[config.mk]
export PLATFORM = sky130hd
export DESIGN_NAME = rtc_snapshot_reader
export DESIGN_NICKNAME = d
export VERILOG_FILES = /design/src/rtl/rtc_reader_pkg.sv /design/src/rtl/apb_read_master.sv /design/src/rtl/rtc_snapshot_reader.sv
export SDC_FILE = /design/constraint.sdc
export NUM_CORES = 1
export LEC_CHECK = 0
export ABC_AREA = 1
export CAP_MARGIN = 20
export CORE_MARGIN = 2
export CORE_UTILIZATION = 35
export DETAILED_ROUTE_END_ITERATION = 8
export PLACE_DENSITY = 0.7
export SLEW_MARGIN = 20
export SYNTH_ARGS = -nofsm -noshare
export SYNTH_HDL_FRONTEND = slang
export SYNTH_SLANG_ARGS = --single-unit
[constraint.sdc]
create_clock -name CLK_APB -period 2 [get_ports CLK_APB]
set_clock_uncertainty 0.2 [all_clocks]
set_input_delay 0.2 -clock CLK_APB [delete_from_list [all_inputs] [get_ports CLK_APB]]
set_output_delay 0.2 -clock CLK_APB [all_outputs]
set_load 0.005 [all_outputs]
[src/rtl/rtc_reader_pkg.sv]
// rtc_reader_pkg: RTC register map, reader FSM states, error codes and snapshot layout.
package rtc_reader_pkg;

    localparam logic [31:0] CUR_SEC_REG   = 32'h0000_0000;
    localparam logic [31:0] CUR_MIN_REG   = 32'h0000_0004;
    localparam logic [31:0] CUR_HOURS_REG = 32'h0000_0008;
    localparam logic [31:0] CUR_DOW_REG   = 32'h0000_000C;
    localparam logic [31:0] CUR_DOM_REG   = 32'h0000_0010;
    localparam logic [31:0] CUR_MONTH_REG = 32'h0000_0014;
    localparam logic [31:0] CUR_YEAR_REG  = 32'h0000_0018;

    // Slot 7 re-reads seconds to detect a roll-over during the sequence
    localparam logic [31:0] ADDR_TBL [0:7] = '{
        CUR_SEC_REG, CUR_MIN_REG, CUR_HOURS_REG, CUR_DOW_REG,
        CUR_DOM_REG, CUR_MONTH_REG, CUR_YEAR_REG, CUR_SEC_REG
    };

    typedef enum logic [2:0] {IDLE, SETUP, ACCESS, CHECK, DONE, ERR} state_t;

    localparam logic [1:0] ERR_NONE    = 2'b00;
    localparam logic [1:0] ERR_SLVERR  = 2'b01;
    localparam logic [1:0] ERR_TIMEOUT = 2'b10;
    localparam logic [1:0] ERR_RETRY   = 2'b11;

    typedef struct packed {
        logic [5:0]  sec;
        logic [5:0]  min;
        logic [7:0]  hours;
        logic [2:0]  dow;
        logic [4:0]  dom;
        logic [3:0]  month;
        logic [11:0] year;
    } snap_t;

endpackage

[src/rtl/apb_read_master.sv]
// apb_read_master: single APB read (SETUP then ACCESS) with a bounded PREADY wait.
module apb_read_master #(
    parameter int TIMEOUT = 16
) (
    input  logic        CLK_APB,
    input  logic        rstn_i,
    input  logic        req,
    input  logic [31:0] addr,
    output logic        done,
    output logic [31:0] rdata,
    output logic        slverr,
    output logic        timeout,
    output logic        PSEL,
    output logic        PENABLE,
    output logic [31:0] PADDR,
    input  logic [31:0] PRDATA,
    input  logic        PREADY,
    input  logic        PSLVERR
);

    localparam int CW = $clog2(TIMEOUT + 1);

    logic [CW-1:0] cnt;

    assign done    = PENABLE && PREADY;
    assign slverr  = done && PSLVERR;
    assign timeout = PENABLE && !PREADY && cnt == CW'(TIMEOUT - 1);
    assign rdata   = PRDATA;

    // A new req wins over completion so back-to-back reads re-enter SETUP
    always_ff @(posedge CLK_APB) begin
        if (!rstn_i) begin
            PSEL    <= 1'b0;
            PENABLE <= 1'b0;
            PADDR   <= '0;
            cnt     <= '0;
        end else if (req) begin
            PSEL    <= 1'b1;
            PENABLE <= 1'b0;
            PADDR   <= addr;
            cnt     <= '0;
        end else if (PSEL && !PENABLE) begin
            PENABLE <= 1'b1;
        end else if (done || timeout) begin
            PSEL    <= 1'b0;
            PENABLE <= 1'b0;
        end else if (PENABLE) begin
            cnt <= cnt + 1'b1;
        end
    end

endmodule

[src/rtl/rtc_snapshot_reader.sv]
// rtc_snapshot_reader: reads the seven RTC time registers over APB and publishes
// a coherent snapshot, retrying the sequence when seconds change mid-read.
module rtc_snapshot_reader
    import rtc_reader_pkg::*;
#(
    parameter int TIMEOUT   = 16,
    parameter int MAX_RETRY = 3
) (
    input  logic        CLK_APB,
    input  logic        rstn_i,
    input  logic        start_i,
    output logic        busy_o,
    output logic        valid_o,
    output logic [1:0]  err_o,
    output logic [5:0]  sec_o,
    output logic [5:0]  min_o,
    output logic [7:0]  hours_o,
    output logic [2:0]  dow_o,
    output logic [4:0]  dom_o,
    output logic [3:0]  month_o,
    output logic [11:0] year_o,
    output logic        PSEL,
    output logic        PENABLE,
    output logic        PWRITE,
    output logic [31:0] PADDR,
    output logic [31:0] PWDATA,
    input  logic [31:0] PRDATA,
    input  logic        PREADY,
    input  logic        PSLVERR
);

    localparam int RW = $clog2(MAX_RETRY + 1);

    state_t        state, state_n;
    logic [2:0]    idx;
    logic [RW-1:0] retry;
    snap_t         shadow, snap;
    logic [5:0]    resec;
    logic [31:0]   addr, rdata;
    logic [1:0]    err_n;
    logic          req, done, slverr, timeout, match;

    assign addr    = ADDR_TBL[state == ACCESS ? idx + 3'd1 : 3'd0];
    assign match   = resec == shadow.sec;
    assign busy_o  = state != IDLE;
    assign valid_o = state == DONE;
    assign PWRITE  = 1'b0;
    assign PWDATA  = '0;
    assign {sec_o, min_o, hours_o, dow_o, dom_o, month_o, year_o} = snap;

    apb_read_master #(.TIMEOUT(TIMEOUT)) u_apb (
        .CLK_APB (CLK_APB),
        .rstn_i  (rstn_i),
        .req     (req),
        .addr    (addr),
        .done    (done),
        .rdata   (rdata),
        .slverr  (slverr),
        .timeout (timeout),
        .PSEL    (PSEL),
        .PENABLE (PENABLE),
        .PADDR   (PADDR),
        .PRDATA  (PRDATA),
        .PREADY  (PREADY),
        .PSLVERR (PSLVERR)
    );

    always_comb begin
        state_n = state;
        req     = 1'b0;
        err_n   = ERR_NONE;
        case (state)
            IDLE: begin
                state_n = start_i ? SETUP : IDLE;
                req     = start_i;
            end
            SETUP: state_n = ACCESS;
            ACCESS: begin
                if (slverr) begin
                    state_n = ERR;
                    err_n   = ERR_SLVERR;
                end else if (done) begin
                    state_n = idx == 3'd7 ? CHECK : SETUP;
                    req     = idx != 3'd7;
                end else if (timeout) begin
                    state_n = ERR;
                    err_n   = ERR_TIMEOUT;
                end
            end
            CHECK: begin
                if (match) begin
                    state_n = DONE;
                end else if (retry < RW'(MAX_RETRY)) begin
                    state_n = SETUP;
                    req     = 1'b1;
                end else begin
                    state_n = ERR;
                    err_n   = ERR_RETRY;
                end
            end
            default: state_n = IDLE;
        endcase
    end

    always_ff @(posedge CLK_APB) begin
        if (!rstn_i) begin
            state  <= IDLE;
            idx    <= '0;
            retry  <= '0;
            err_o  <= ERR_NONE;
            shadow <= '0;
            resec  <= '0;
            snap   <= '0;
        end else begin
            state <= state_n;
            if (state == IDLE && start_i) begin
                idx   <= '0;
                retry <= '0;
                err_o <= ERR_NONE;
            end
            if (state_n == ERR)
                err_o <= err_n;
            if (done && !slverr) begin
                idx <= idx + 3'd1;
                case (idx)
                    3'd0:    shadow.sec   <= rdata[5:0];
                    3'd1:    shadow.min   <= rdata[5:0];
                    3'd2:    shadow.hours <= rdata[7:0];
                    3'd3:    shadow.dow   <= rdata[2:0];
                    3'd4:    shadow.dom   <= rdata[4:0];
                    3'd5:    shadow.month <= rdata[3:0];
                    3'd6:    shadow.year  <= rdata[11:0];
                    default: resec        <= rdata[5:0];
                endcase
            end
            if (state == CHECK) begin
                idx <= '0;
                if (!match)
                    retry <= retry + 1'b1;
                else
                    snap <= shadow;
            end
        end
    end

endmodule

==> out/metrics.cfg <==
[synthesis]
yosys.area.top_type = dfxtp_1
netlist_area_sq_um = 5032
ys_types = 36
syn_area_per_cell_sq_um = 8.130
synthTopCellsByCount = 114 x dfxtp_1, 72 x a21oi_1, 66 x buf_4, 64 x inv_1, 57 x nor2_1
post-synth-top-count-cell = dfxtp_1
yosysTopAreaCellShare = 0.4535
synth_async_sr_flop_share = 0
synth-seq-cells = 114
ys.flop_type = dfxtp_1
synthTopCellsByArea = dfxtp_1 45%, buf_4 9.8%, a21oi_1 7.2%, o21ai_0 5.2%, inv_1 4.8%
synth_cells = 619
ys_warn_count = 0
ys_seq_area_frac = 0.4535
synth_edf_count = 0

[sta]
fin_ws_ns = 0.08622
setup_viol = 0
fmax_mhz = 522.5
worstMarginPinSlew_ns = 0.4962
period_needed_ns = 1.914
maxSlewViolCount = 0
max_slew_margin = 0.6681
period_share = 0.9569
hold_viol = 0

[layout]
fill_cells = 1375
ff_latch_area_sq_um = 2285
antenna_cells = 0
drive_above_1_share = 0.1543
syn_to_final_growth_pct = 25.48
final_area_sq_um = 6315
multiInputGateArea_sq_um = 2079
fin_nets = 746

[clocking]
cts_max_level = 4
cts_tree = built
cts_num_sinks = 114
clk_pin_slew_ns = 0.05
worstSkewPairLatency_ns = 0.40
cts_buffers = 17
cts_buffer_depth = 2
ctsRootBufferMaster = clkbuf_16

[global_route]
grt_start_max_net_pins = 99
antenna_found_initial = 0
grt.overflow.total = 0
grt_pass1_vias = 3520
grtUsageTotal = 0.1413
grt_first_pass_wirelength_mm = 16.79

[pwr]
p_per_area_nw_per_um2 = 857.3
peakVddDrop_mv = 0.5717
p_int_w = 0.004162
swShare = 0.2311
p_sw_w = 0.001251
power_frac_seq = 0.428
p_comb_frac = 0.060
power.share.clock = 0.511
p_leak_nw = 2.492

[critical_path]
startpoint_type = flip-flop
path_max_fanout = 4
worstSetupPathType = reg -> out
crit_arrival_ns = 1.51
end_kind = primary output
crit_required_ns = 1.60

[routing]
drt_first_pass_iters = 4
wirelength_mm = 10.46
drt-wirelength-per-cell_microns = 11.71
vias_per_cell = 4.455
drtAntennaViolNets = 0
drc = 0
drtIter0Drc = 231
vias = 3978

[floorplanning]
pin_count = 152
die_w_microns = 123.9
rows = 43
die_height_microns = 123.9
die_area_sq_um = 15350
initial_core_util = 0.3597
core_sq_um = 13990

[place]
place.gp.congestion = 0.7720
post_dp_cell_area_sq_um = 5713
hpwl_mm = 6.938
post-place-ws_ns = 0.008101
portBuffers = 69

[run]
maxCapViolCount = 0

[outcome]
status = completed

[min_path]
holdCritPathClass = in -> reg

## per-stage QoR
stage,total power (W),util,instances,setup TNS (ns),hold slack (ns)
after floorplan,0.002637,-,680,0,0.1570
after global placement,0.002680,0.4084,858,0,0.2395
after detailed placement,0.002683,0.4084,858,0,0.2373
after CTS,0.005470,0.4488,891,0,0.2156
after global routing,0.005642,0.4514,893,-0.01683,0.2461
final,0.005414,0.4514,893,0,0.2322
## critical path: stages, from the launching register on
cell and delay, ns:
dfxtp_1 0.37, inv_1 0.11, nand3_1 0.12, clkdlybuf4s50_1 0.50
## logic make-up after synthesis
kind of cell	Yosys count	share of synthesized area
xor gates and xnor gates	3	0.005222
other	1	0.0007452
DFF	114	0.4535
buffers and inverters	165	0.1818
AOI/OAI and AO/OA	191	0.2071
and+or+nand+nor	135	0.1271
muxes	1	0.002238
adders and majority gates	9	0.02238
## state kept, by name, indices dropped and copies added, names as in the netlist
register and cells:
dom_o 5, sec_o 6, state 3, month_o 4, year_o 12, u_apb.PADDR 3
idx 3, u_apb.PENABLE 1, dow_o 3, u_apb.PSEL 1, shadow 44, err_o 2
resec 6, hours_o 8, retry 2, min_o 6, u_apb.cnt 5
## power by group through the flow
| stage | combinational (W) | clock (W) | sequential (W) |
|---|---|---|---|
| floorplan | 0.000271 | 0 | 0.00237 |
| global placement | 0.000314 | 0 | 0.00237 |
| detailed placement | 0.000316 | 0 | 0.00237 |
| CTS | 0.000321 | 0.00283 | 0.00232 |
| global route | 0.000369 | 0.00295 | 0.00232 |
| finish | 0.000325 | 0.00277 | 0.00232 |
## path summary, 6_finish.rpt
check	start	end	cells after the start	slack (ns)
worst max-delay path	state[1]	busy_o	3	0.09
worst min-delay path	PRDATA[11]	shadow[11]	3	0.23
worst max register to register	u_apb.cnt[0]	err_o[0]	12	0.10
worst min register to register	u_apb.PADDR[3]	u_apb.PADDR[3]	2	0.24
## layout make-up
| cell class | instances | area share |
|---|---|---|
| clock buffers | 19 | 0.07014 |
| flip-flops and latches | 114 | 0.3618 |
| well taps | 180 | 0.03566 |
| repair buffers | 88 | 0.1381 |
| clock inverters | 13 | 0.01783 |
| inverters | 78 | 0.04716 |
| multi-input cells | 401 | 0.3293 |
## per-layer routing
layer / share of wire / up-vias / track usage
met4: 0.013 / 0 / 0.05126
met3: 0.056 / 12 / 0.04304
met1: 0.47 / 1806 / 0.1827
met5: 0 / - / 0
met2: 0.46 / 109 / 0.2229
li1: - / 2051 / -
## placed cells by master (no fill, tap or decap), drive strengths merged
cell | Yosys | final
clkbuf | 13 | 19
nand2 | 46 | 46
clkdlybuf4s50 | 0 | 68
a21oi | 88 | 88
a32oi | 1 | 1
buf | 74 | 19
nand4 | 3 | 3
conb | 1 | 62
xnor2 | 2 | 2
a22oi | 2 | 2
o21ai | 99 | 99
nand3 | 10 | 10
inv | 77 | 78
o2111ai | 1 | 1
nor3 | 8 | 8
bufinv | 0 | 1
dfxtp | 114 | 114
mux2 | 1 | 1
ha | 9 | 9
nor2 | 68 | 68
dlygate4sd3 | 0 | 1
clkinv | 1 | 9
clkinvlp | 0 | 3
xor2 | 1 | 1
## timing repair
action | in CTS | in global routing
hold buffers | 1 | 0
buffers inserted | 0 | 2
setup endpoints to repair | 0 | 8
resized for setup | 0 | 8
hold endpoints to repair | 3 | 0
Note: power is estimated with default switching activity, not from simulation.
